==> src/rtl/vga_pkg.sv <==
// Shared 640x480 timing constants, decoder state encoding and pixel coordinate type.
package vga_pkg;

  localparam int unsigned H_ACTIVE = 640;
  localparam int unsigned H_TOTAL  = 800;
  localparam int unsigned HS_WIDTH = 96;
  localparam int unsigned V_ACTIVE = 480;
  localparam int unsigned V_TOTAL  = 525;
  localparam int unsigned VS_WIDTH = 2;

  localparam int unsigned X_W = 10;
  localparam int unsigned Y_W = 9;

  localparam logic [1:0] SEARCH = 2'd0;
  localparam logic [1:0] TRAIN  = 2'd1;
  localparam logic [1:0] LOCKED = 2'd2;

  typedef struct packed {
    logic [X_W-1:0] x;
    logic [Y_W-1:0] y;
  } pix_coord_t;

endpackage

==> src/rtl/vga_timing_decoder_if.sv <==
// Video input and decoded-timing bundle between a sync source and the decoder.
interface vga_timing_decoder_if #(
  parameter int unsigned HW = 10,
  parameter int unsigned VW = 10
) ();
  import vga_pkg::*;

  logic           i_pix_stb;
  logic           i_hs;
  logic           i_vs;
  logic           i_active;
  logic [X_W-1:0] o_x;
  logic [Y_W-1:0] o_y;
  logic           o_pix_valid;
  logic [HW-1:0]  o_line_len;
  logic [VW-1:0]  o_frame_lines;
  logic           o_frame_start;
  logic           o_locked;
  logic           o_err;

  modport master (
    output i_pix_stb, i_hs, i_vs, i_active,
    input  o_x, o_y, o_pix_valid, o_line_len, o_frame_lines, o_frame_start, o_locked, o_err
  );

  modport slave (
    input  i_pix_stb, i_hs, i_vs, i_active,
    output o_x, o_y, o_pix_valid, o_line_len, o_frame_lines, o_frame_start, o_locked, o_err
  );

endinterface

==> src/rtl/vga_timing_decoder_sync_edge_det.sv <==
// Strobe-qualified registered falling-edge detector; RST_VAL sets the idle level after reset.
module sync_edge_det #(
  parameter logic RST_VAL = 1'b1
) (
  input  logic i_clk,
  input  logic i_rst,
  input  logic i_stb,
  input  logic i_d,
  output logic o_fall_c
);

  logic q;

  always_ff @(posedge i_clk or posedge i_rst) begin
    if (i_rst)      q <= RST_VAL;
    else if (i_stb) q <= i_d;
  end

  assign o_fall_c = q & ~i_d;

endmodule

==> src/rtl/vga_timing_decoder.sv <==
// Receive-side timing decoder: measures line/frame periods, tracks lock and
// recovers active-pixel coordinates from hsync/vsync/data-enable.
module vga_timing_decoder #(
  parameter int unsigned LOCK_FRAMES = 2,
  parameter int unsigned HW          = 10,
  parameter int unsigned VW          = 10
) (
  input logic                 i_clk,
  input logic                 i_rst,
  vga_timing_decoder_if.slave bus
);
  import vga_pkg::*;

  localparam int unsigned GW = 4;
  localparam logic [HW-1:0]  H_MAX  = {HW{1'b1}};
  localparam logic [VW-1:0]  V_MAX  = {VW{1'b1}};
  localparam logic [X_W-1:0] X_MAX  = {X_W{1'b1}};
  localparam logic [Y_W-1:0] Y_MAX  = {Y_W{1'b1}};
  localparam logic [GW-1:0]  LOCK_N = GW'(LOCK_FRAMES);

  logic hfall_c, vfall_c, afall_c;
  logic hfall, vfall, afall;

  logic [1:0]    state, state_d;
  logic [HW-1:0] h_cnt, h_cnt_d, line_ref, line_ref_d, prev_line_ref, prev_ref_d;
  logic [VW-1:0] v_cnt, v_cnt_d, prev_lines, prev_lines_d;
  logic [GW-1:0] good_cnt, good_d;
  pix_coord_t    pos, pos_d;
  logic          hs_seen, hs_seen_d, ref_valid, ref_valid_d, frame_bad, frame_bad_d;
  logic          prev_valid, prev_valid_d;

  logic [X_W-1:0] x_d;
  logic [Y_W-1:0] y_d;
  logic [HW-1:0]  line_len_d;
  logic [VW-1:0]  frame_lines_d;
  logic           pix_valid_d, frame_start_d, locked_d, err_d;

  sync_edge_det #(.RST_VAL(1'b1)) u_hs_edge (
    .i_clk(i_clk), .i_rst(i_rst), .i_stb(bus.i_pix_stb), .i_d(bus.i_hs), .o_fall_c(hfall_c)
  );
  sync_edge_det #(.RST_VAL(1'b1)) u_vs_edge (
    .i_clk(i_clk), .i_rst(i_rst), .i_stb(bus.i_pix_stb), .i_d(bus.i_vs), .o_fall_c(vfall_c)
  );
  sync_edge_det #(.RST_VAL(1'b0)) u_act_edge (
    .i_clk(i_clk), .i_rst(i_rst), .i_stb(bus.i_pix_stb), .i_d(bus.i_active), .o_fall_c(afall_c)
  );

  assign hfall = bus.i_pix_stb & hfall_c;
  assign vfall = bus.i_pix_stb & vfall_c;
  assign afall = bus.i_pix_stb & afall_c;

  // Frame-end view: a line closing on the vsync strobe still belongs to the ending frame.
  logic          timeout, meas_ok, mismatch, end_bad, ok;
  logic [HW-1:0] line_meas, end_ref;
  logic [VW-1:0] frame_lines;
  logic [GW-1:0] good_inc;

  assign timeout     = bus.i_pix_stb & ((h_cnt == H_MAX) | (v_cnt == V_MAX));
  assign line_meas   = h_cnt + HW'(1);
  assign meas_ok     = hfall & hs_seen & ~timeout;
  assign mismatch    = meas_ok & ref_valid & (line_meas != line_ref);
  assign end_bad     = frame_bad | mismatch;
  assign end_ref     = (meas_ok & ~ref_valid) ? line_meas : line_ref;
  assign frame_lines = v_cnt + VW'(hfall);
  assign ok          = prev_valid & ~end_bad & (frame_lines == prev_lines) & (end_ref == prev_line_ref);
  assign good_inc    = good_cnt + GW'(1);

  always_comb begin
    state_d       = state;
    h_cnt_d       = h_cnt;
    v_cnt_d       = v_cnt;
    hs_seen_d     = hs_seen;
    pos_d         = pos;
    line_ref_d    = line_ref;
    ref_valid_d   = ref_valid;
    frame_bad_d   = frame_bad;
    good_d        = good_cnt;
    prev_valid_d  = prev_valid;
    prev_lines_d  = prev_lines;
    prev_ref_d    = prev_line_ref;
    x_d           = bus.o_x;
    y_d           = bus.o_y;
    line_len_d    = bus.o_line_len;
    frame_lines_d = bus.o_frame_lines;
    locked_d      = bus.o_locked;
    pix_valid_d   = 1'b0;
    frame_start_d = 1'b0;
    err_d         = 1'b0;

    if (bus.i_pix_stb) begin
      h_cnt_d = (h_cnt == H_MAX) ? h_cnt : h_cnt + HW'(1);

      if (bus.i_active) begin
        pix_valid_d = 1'b1;
        x_d         = pos.x;
        y_d         = pos.y;
        pos_d.x     = (pos.x == X_MAX) ? pos.x : pos.x + X_W'(1);
      end
      if (afall) pos_d.y = (pos.y == Y_MAX) ? pos.y : pos.y + Y_W'(1);

      if (meas_ok) begin
        line_len_d = line_meas;
        if (!ref_valid) begin
          line_ref_d  = line_meas;
          ref_valid_d = 1'b1;
        end else if (mismatch) begin
          frame_bad_d = 1'b1;
        end
      end

      if (hfall) begin
        h_cnt_d   = '0;
        hs_seen_d = 1'b1;
        pos_d.x   = '0;
        v_cnt_d   = (v_cnt == V_MAX) ? v_cnt : v_cnt + VW'(1);
      end

      if (vfall) begin
        frame_lines_d = frame_lines;
        v_cnt_d       = '0;
        pos_d.y       = '0;
        frame_start_d = 1'b1;
        frame_bad_d   = 1'b0;
        ref_valid_d   = 1'b0;
        if (state == SEARCH) begin
          state_d      = TRAIN;
          good_d       = '0;
          prev_valid_d = 1'b0;
        end else begin
          prev_lines_d = frame_lines;
          prev_ref_d   = end_ref;
          prev_valid_d = 1'b1;
          if (state == TRAIN) begin
            good_d = ok ? good_inc : '0;
            if (ok && good_inc == LOCK_N) begin
              state_d  = LOCKED;
              locked_d = 1'b1;
            end
          end else if (!ok) begin
            state_d  = TRAIN;
            good_d   = '0;
            locked_d = 1'b0;
            err_d    = 1'b1;
          end
        end
      end

      // A saturated counter means the source vanished; this overrides any frame decision.
      if (timeout) begin
        state_d   = SEARCH;
        locked_d  = 1'b0;
        hs_seen_d = 1'b0;
        err_d     = (state != SEARCH);
      end
    end
  end

  always_ff @(posedge i_clk or posedge i_rst) begin
    if (i_rst) begin
      state             <= SEARCH;
      h_cnt             <= '0;
      v_cnt             <= '0;
      hs_seen           <= 1'b0;
      pos               <= '0;
      line_ref          <= '0;
      ref_valid         <= 1'b0;
      frame_bad         <= 1'b0;
      good_cnt          <= '0;
      prev_valid        <= 1'b0;
      prev_lines        <= '0;
      prev_line_ref     <= '0;
      bus.o_x           <= '0;
      bus.o_y           <= '0;
      bus.o_pix_valid   <= 1'b0;
      bus.o_line_len    <= '0;
      bus.o_frame_lines <= '0;
      bus.o_frame_start <= 1'b0;
      bus.o_locked      <= 1'b0;
      bus.o_err         <= 1'b0;
    end else begin
      state             <= state_d;
      h_cnt             <= h_cnt_d;
      v_cnt             <= v_cnt_d;
      hs_seen           <= hs_seen_d;
      pos               <= pos_d;
      line_ref          <= line_ref_d;
      ref_valid         <= ref_valid_d;
      frame_bad         <= frame_bad_d;
      good_cnt          <= good_d;
      prev_valid        <= prev_valid_d;
      prev_lines        <= prev_lines_d;
      prev_line_ref     <= prev_ref_d;
      bus.o_x           <= x_d;
      bus.o_y           <= y_d;
      bus.o_pix_valid   <= pix_valid_d;
      bus.o_line_len    <= line_len_d;
      bus.o_frame_lines <= frame_lines_d;
      bus.o_frame_start <= frame_start_d;
      bus.o_locked      <= locked_d;
      bus.o_err         <= err_d;
    end
  end

endmodule

==> src/flat_wrapper.sv <==
// flat-port wrapper written by rule: the top's interface ports become plain ports
module vga_timing_decoder_flat import vga_pkg::*;
#(
  parameter int unsigned LOCK_FRAMES = 2,
  parameter int unsigned HW          = 10,
  parameter int unsigned VW          = 10
)
  (i_clk, i_rst, bus_i_pix_stb, bus_i_hs, bus_i_vs, bus_i_active, bus_o_x, bus_o_y, bus_o_pix_valid, bus_o_line_len, bus_o_frame_lines, bus_o_frame_start, bus_o_locked, bus_o_err);
  vga_timing_decoder_if #(.HW(HW), .VW(VW)) bus_i ();
  input logic i_clk;
  input logic i_rst;
  input wire logic [$bits(bus_i.i_pix_stb)-1:0] bus_i_pix_stb;
  input wire logic [$bits(bus_i.i_hs)-1:0] bus_i_hs;
  input wire logic [$bits(bus_i.i_vs)-1:0] bus_i_vs;
  input wire logic [$bits(bus_i.i_active)-1:0] bus_i_active;
  output wire logic [$bits(bus_i.o_x)-1:0] bus_o_x;
  output wire logic [$bits(bus_i.o_y)-1:0] bus_o_y;
  output wire logic [$bits(bus_i.o_pix_valid)-1:0] bus_o_pix_valid;
  output wire logic [$bits(bus_i.o_line_len)-1:0] bus_o_line_len;
  output wire logic [$bits(bus_i.o_frame_lines)-1:0] bus_o_frame_lines;
  output wire logic [$bits(bus_i.o_frame_start)-1:0] bus_o_frame_start;
  output wire logic [$bits(bus_i.o_locked)-1:0] bus_o_locked;
  output wire logic [$bits(bus_i.o_err)-1:0] bus_o_err;
  assign bus_i.i_pix_stb = bus_i_pix_stb;
  assign bus_i.i_hs = bus_i_hs;
  assign bus_i.i_vs = bus_i_vs;
  assign bus_i.i_active = bus_i_active;
  assign bus_o_x = bus_i.o_x;
  assign bus_o_y = bus_i.o_y;
  assign bus_o_pix_valid = bus_i.o_pix_valid;
  assign bus_o_line_len = bus_i.o_line_len;
  assign bus_o_frame_lines = bus_i.o_frame_lines;
  assign bus_o_frame_start = bus_i.o_frame_start;
  assign bus_o_locked = bus_i.o_locked;
  assign bus_o_err = bus_i.o_err;
  vga_timing_decoder #(.LOCK_FRAMES(LOCK_FRAMES), .HW(HW), .VW(VW)) u_core (.i_clk(i_clk), .i_rst(i_rst), .bus(bus_i));
endmodule
==> config.mk <==
export PLATFORM = sky130hd
export DESIGN_NAME = vga_timing_decoder_flat
export DESIGN_NICKNAME = d
export VERILOG_FILES = /design/src/rtl/vga_pkg.sv /design/src/rtl/vga_timing_decoder_if.sv /design/src/rtl/vga_timing_decoder_sync_edge_det.sv /design/src/rtl/vga_timing_decoder.sv /design/src/flat_wrapper.sv
export SDC_FILE = /design/constraint.sdc
export NUM_CORES = 1
export LEC_CHECK = 0
export CAP_MARGIN = 30
export CORE_UTILIZATION = 45
export DETAILED_ROUTE_END_ITERATION = 10
export PLACE_DENSITY = 0.62
export SETUP_SLACK_MARGIN = 0.3
export SLEW_MARGIN = 20
export SYNTH_ARGS = -nofsm -noshare
export SYNTH_HDL_FRONTEND = slang
export SYNTH_SLANG_ARGS = --single-unit
==> constraint.sdc <==
create_clock -name i_clk -period 4.83 [get_ports i_clk]
set_input_delay 1.2075 -clock i_clk [delete_from_list [all_inputs] [get_ports i_clk]]
set_output_delay 1.2075 -clock i_clk [all_outputs]
set_load 0.05 [all_outputs]
**Yosys cells after proc, flatten, opt, wreduce, memory -nomap -nowiden**

Cells that the tools add are included.

- Bitwise operators: 24
- Mux-type cells: 47
- Equal/unequal tests: 19
- Reductions and logical operators: 26
- Add/sub/neg operators: 6

Operators by type and width:

| cell | number |
|---|---|
| 10-bit 2-to-1 mux | 9 |
| 10-bit by 1-bit adder with 10-bit output, second input constant | 3 |
| 10-bit equality test, second input constant | 3 |
| 9-bit 2-to-1 mux | 3 |
| 1-bit 2-to-1 mux | 25 |
| 10-bit equality test | 2 |
| 3-bit AND reduction | 6 |
| 2-bit nonzero test | 9 |
| 4-bit 2-to-1 mux | 4 |
| 1-bit bitwise AND | 15 |
| 2-bit 2-to-1 mux | 6 |
| 2-bit AND reduction | 6 |
| 10-bit by 1-bit adder with 10-bit output | 1 |
| 10-bit inequality test | 1 |
| 2-bit by 1-bit inequality test with 1-bit output, second input constant | 5 |
| 9-bit by 1-bit adder with 9-bit output, second input constant | 1 |
| 9-bit equality test, second input constant | 1 |
| 4-bit AND reduction | 2 |
| 1-bit NOT | 7 |
| 3-bit by 2-bit inequality test with 1-bit output, second input constant | 2 |
| 5-bit AND reduction | 1 |
| 4-bit by 1-bit adder with 4-bit output, second input constant | 1 |
| 4-bit by 2-bit equality test with 1-bit output, second input constant | 1 |
| 4-bit by 2-bit inequality test with 1-bit output, second input constant | 1 |
| 6 further kinds | 7 |

- Output and inout port bits: 43
- Register bits after elaboration: 125
- Input bits: 6
- Word-level logic and storage cells: 146

**Depth between registers and ports, before layout**

- Word-level depth: 18
- Mapped depth: 14
- Depth with buffers taken out: 11

**By module**

From an unflattened synthesis, not the netlist that was laid out.

- Cell total of the unflattened synthesis: 629
- Area total of the unflattened synthesis: 6,336.1 sq um

Modules (own cells, without submodules):

| module | area an instance (sq um) | sequential area each (sq um) | cells an instance | instances |
|---|---|---|---|---|
| vga_timing_decoder | 6,183.4 | 3,052.9 | 617 | 1 |
| sync_edge_det at u_core.u_hs_edge ... | 51.3 | 26.3 | 4 | 2 |
| sync_edge_det at u_core.u_act_edge | 50.0 | 25.0 | 4 | 1 |

**Worst setup path before layout**

Ideal clock, no wire load.

- Kind: in2reg
- Start point: input port bus_i_pix_stb
- End point: register u_core.state[0]
- Stages: 14
- Buffers on the path: 3
- Data required time: 4,707 ps
- Setup slack: 564 ps
- Setup time: 123 ps
- Arrival: 4,143 ps
- Cells stage by stage: buf_4 > and3b_1 > buf_4 > clkbuf_1 > ha_1 > ha_1 > and3_1 > xnor2_1 > a211oi_1 > o2111ai_1 > or3b_4 > a2111oi_4 > a31oi_1 > o221a_1

- Longest elaborated chain between the ends: 13

Ends and longest elaborated chain:

| element | RTL line | RTL |
|---|---|---|
| start, declared | flat_wrapper.sv:12 | `input wire logic [$bits(bus_i.i_pix_stb)-1:0] bus_i_pix_stb;` |
| parallel branches: the longest is 13 deep, another holds 10-bit by 1-bit adder with 10-bit output | - |  |
| end signal, assigned | vga_timing_decoder.sv:181 | `state <= state_d;` |
| end, declared | vga_timing_decoder.sv:24 | `logic [1:0] state, state_d;` |

Several ways; the timed one is not identified.
A chain may end at the register's enable or synchronous reset.

**Final worst setup path**

- Start point: input port bus_i_hs
- End point: register u_core.state[0]

- Longest elaborated chain between the ends: 15

Ends and longest elaborated chain:

| element | RTL line | RTL |
|---|---|---|
| start, declared | flat_wrapper.sv:13 | `input wire logic [$bits(bus_i.i_hs)-1:0] bus_i_hs;` |
| 1-bit NOT (*) | vga_timing_decoder_sync_edge_det.sv:19 | `assign o_fall_c = q & ~i_d;` |
| 1-bit bitwise AND (*) | vga_timing_decoder_sync_edge_det.sv:19 |  |
| 1-bit bitwise AND (*) | vga_timing_decoder.sv:48 | `assign hfall = bus.i_pix_stb & hfall_c;` |
| parallel branches: the longest is 8 deep, another holds 10-bit by 1-bit adder with 10-bit output | - |  |
| 1-bit bitwise AND (*) | vga_timing_decoder.sv:65 | `assign ok = prev_valid & ~end_bad & (frame_lines == prev_lines) & (end_ref == prev_line_ref);` |
| 1-bit logical AND | vga_timing_decoder.sv:135 | `if (ok && good_inc == LOCK_N) begin` |
| 4-bit by 2-bit inequality test with 1-bit output (no source line) | - |  |
| 4-bit AND reduction (no source line) (*) | - |  |

Every way passes the cells marked *.

==> results.txt <==
- Final design area excluding fillers: 7630 um^2
* Area grow syn2layout: 18.0%
* RSZ-0062 raised after global routing: no
- Static Leak: 0.00334 uW
- Averaged over all synthesized cells, the footprint is 9.97 um^2.
* Flip-flop count of the largest register after layout: 19
* Proportion of layout cells with a drive suffix above 1: 0.114
- 49 I/O pins were placed.
- Across the run, the number of max-cap violations was 0.
- For this run, the top clock speed supported by timing is 241 MHz.
* Vias in the first global route: 4712
- Sequential share of power: 0.392
- For this run, the register share of the synthesized area comes to 0.484.
- DR WL/cell: 16.1 um
- For this design, the slowest cell found on the critical path is a2111oi_2.
- Dominant register cell in the synthesized netlist: dfrtp_1
- Fin crit share: 0.861
* Worst setup path category: in2reg
- For this design, the CTS-stage hold fixing added 0 buffers.
- Total core area: 13900 um^2
- Antenna Diode Count: 0
* Max incr delay on CP: 0.52 ns
- Synth top area share: 0.476
* Commonest cells after routing, fill and taps aside: dfrtp_1, nand2_1, nor2_1, clkdlybuf4s50_1, o21ai_0
- Yosys warning count: 0
- Hold Fails Final Rpt: 0
* # clock sinks: 125
* Clock-pin slew on the worst setup and hold paths: 0.05 ns
- Max-slew violation count: 0
* Syn Nets: 664
* Number of search-and-repair iterations in the first detailed-routing pass: 4
* Final setup violation count: 0
- Sorting the synthesized cells by area gives the leading types as dfrtp_1, nand2_1, mux2_2, nor2_1, xnor2_1.
- Detailed routing inserted a total of 4855 vias.
- OpenSTA, run right after detailed placement, puts the worst setup slack at 0.228 ns.
- TritonCTS clock tree: done
- Counting along the longest clock path gives a buffer depth of 2.
* Final Power: 3620 uW
* Maximum fanout along the worst path: 4
- Async S/R FF share, synth: 1.00
- Final core area utilization: 0.548
- Summed over all layers, the global routing overflow is 0.
- Post-route setup TNS: 0 ns
- Data on the critical path is required at its endpoint by 5.13 ns.
- Of all cell types, the one taking the most synthesized area is dfrtp_1.
- Overall routing resource usage: 0.210
- Global-route wire length before repair: 24000 um
* H-tree level count: 4
- Of the total power, the clock network draws 0.328.
- Worst path setup slack after routing: 0.672 ns
* Tightest Pin Transition: 0.897 ns
- Number of distinct library cell variants in the gate-level netlist after synthesis: 70
* Worst vdd rail ir drop: 0.410 mV
* Post-synthesis register bit count: 125
- In this run the worst hold path is classified as reg2reg.
- Post-CTS resize count: 0
- Maximum number of pins on one net before global-route repair: 64
* Total cell area at the placement stage: 7090 um^2
- Post-synthesis instance area: 6470 um^2
- Post-route clock skew: 0.00742 ns
- The worst setup path is captured at a register.
- Die area: 14900 um^2
- Die outline height: 122 um
- Buffers on Ports: 48
- PwrDens: 474 nW/um^2
- Max-Slew Margin vs Limit: 0.400
- At the worst endpoint, the arrival time is 4.46 ns.
- Routed wire length: 14100 um
- The cell that appears most often on the critical path is ha_1.
* Overall die width: 122 um
- The cell sitting at the root of the clock tree is a clkbuf_16.
* Number of enable flip-flop cells after synthesis: 0
- Final net count: 703
* Post-CTS setup repair buffer count: 0
- Summed over all nets, the switching power comes to 1300 uW.
- The share of total power dissipated in combinational logic is 0.279.
* ANT nets after route: 0
- The number of antenna violations at the first check in global routing is 0.
- For the worst-skew pair, the clock arrives at the later sink with an insertion delay of 0.42 ns.
- The critical path goes through clkdlybuf4s50_1 > and3b_1 > ha_1 > ha_1 > and3_1 > xnor2_1 > a211oi_1 > o2111ai_1 > nand4bb_1 > a2111oi_2 > nand2_1 > o221a_1.
- Run status: finished, final reports clean
* Commonest non-fill, non-tap cell in the layout: dfrtp_1
- STA classifies the critical path startpoint as an input port.
- The register with the most flip-flops in the final layout is u_core.pos.
- Post-Synthesis Cells: 649
- The initial utilization of the core area, before any placement, comes to 0.464.
- Of the total power, the share spent switching nets is 0.359.
* Final GP Congestion: 0.851
- Int Power: 2320 uW
- The worst path in the final design needs a cycle of 4.16 ns, including I/O delays and setup.
- The first routing iteration left 291 violations.
- # DRC: 0
- In the routed layout, each cell is associated on average with a via count of 5.52.
- CTS Buf Count: 17
- Once detailed placement completed, the half-perimeter wirelength came to 9860 um.
* Number of placement rows: 43
worst paths after layout:
path	from	endpoint	slack [ns]	cells past startpoint
setup / recovery	bus_i_hs	u_core.state[0]	0.67	12
hold / removal	u_core.bus.o_frame_lines[7]	u_core.bus.o_frame_lines[7]	0.48	2
setup reg to reg	u_core.h_cnt[0]	u_core.state[0]	1.45	9
hold reg to reg	u_core.bus.o_frame_lines[7]	u_core.bus.o_frame_lines[7]	0.48	2
max in group asynchronous	i_rst	u_core.prev_lines[7]	2.75	3
min in group asynchronous	i_rst	u_core.bus.o_line_len[1]	1.23	2
critical path, delay by kind of cell:
family          cells  cell delay [ns]
xor+xnor            1             0.16
compound gates      4             1.29
fa+ha+maj           2             0.46
simple gates        4             0.88
buf+inv             1             0.46
Yosys cell counts (2+ instances only):
| cell type | n |
|---|---|
| dfrtp_1 | 123 |
| nand2_1 | 84 |
| nor2_1 | 73 |
| o21ai_0 | 38 |
| xnor2_1 | 31 |
| xor2_1 | 30 |
| mux2_2 | 26 |
| a21oi_1 | 24 |
| nand3_1 | 16 |
| buf_2 | 15 |
| clkbuf_1 | 14 |
| inv_1 | 14 |
| nor3_1 | 11 |
| nand4_1 | 10 |
| ha_1 | 9 |
| or3_1 | 8 |
| and2_1 | 7 |
| and3_1 | 7 |
| mux2i_1 | 7 |
| o21ai_1 | 6 |
| xnor3_1 | 6 |
| a211oi_1 | 5 |
| a31oi_1 | 5 |
| buf_4 | 5 |
| nand2b_1 | 5 |
| o2111ai_1 | 5 |
| and4_1 | 4 |
| nor2b_1 | 4 |
| o211ai_1 | 4 |
| buf_1 | 3 |
| o31ai_1 | 3 |
| a22oi_1 | 2 |
| and3b_1 | 2 |
| dfstp_2 | 2 |
| nand3b_1 | 2 |
| nor3b_1 | 2 |
| nor4_1 | 2 |
| nor4b_1 | 2 |
| o22ai_1 | 2 |
per-stage QoR:
stage,cells,hold WS (ns)
2_1_floorplan,649,0.447
3_3_place_gp,849,0.461
3_5_place_dp,849,0.473
4_1_cts,880,0.487
5_1_grt,880,0.504
6_report,880,0.480
metal layers:
metal / track usage / routed length [um]
met5: 0 / 0
met2: 0.308 / 6320
met3: 0.0449 / 644
met1: 0.304 / 6970
met4: 0.0779 / 193
power groups by stage:
| stage | combinational (uW) | sequential (uW) | clock (uW) |
|---|---|---|---|
| after detailed placement | 1010 | 1430 | 0 |
| after global routing | 1110 | 1450 | 1260 |
| final | 1010 | 1420 | 1190 |
| after global placement | 999 | 1430 | 0 |
| after floorplan | 548 | 1600 | 0 |
| after CTS | 1020 | 1420 | 1210 |
cell families (layout without fill, tap and decap cells):
| logic type | Yosys count | after routing | synth area share |
|---|---|---|---|
| AND/OR/NAND/NOR | 249 | 249 | 0.187 |
| flip-flops | 125 | 125 | 0.484 |
| AO/OA/AOI/OAI | 112 | 112 | 0.112 |
| XOR/XNOR | 68 | 68 | 0.107 |
| buffers and inverters | 53 | 104 | 0.0367 |
| multiplexers | 33 | 33 | 0.0561 |
| adder cells (fa/ha/maj) | 9 | 9 | 0.0174 |
area by class of cell:
cell class	count	area, um^2
clock buffers	18	429
clock inverters	13	119
inverters	15	60.1
flip-flops and latches	125	3130
multi-input cells	471	3100
fillers	1252	6300
well taps	180	225
repair buffers	58	568
(Power assumes the default switching activity.)
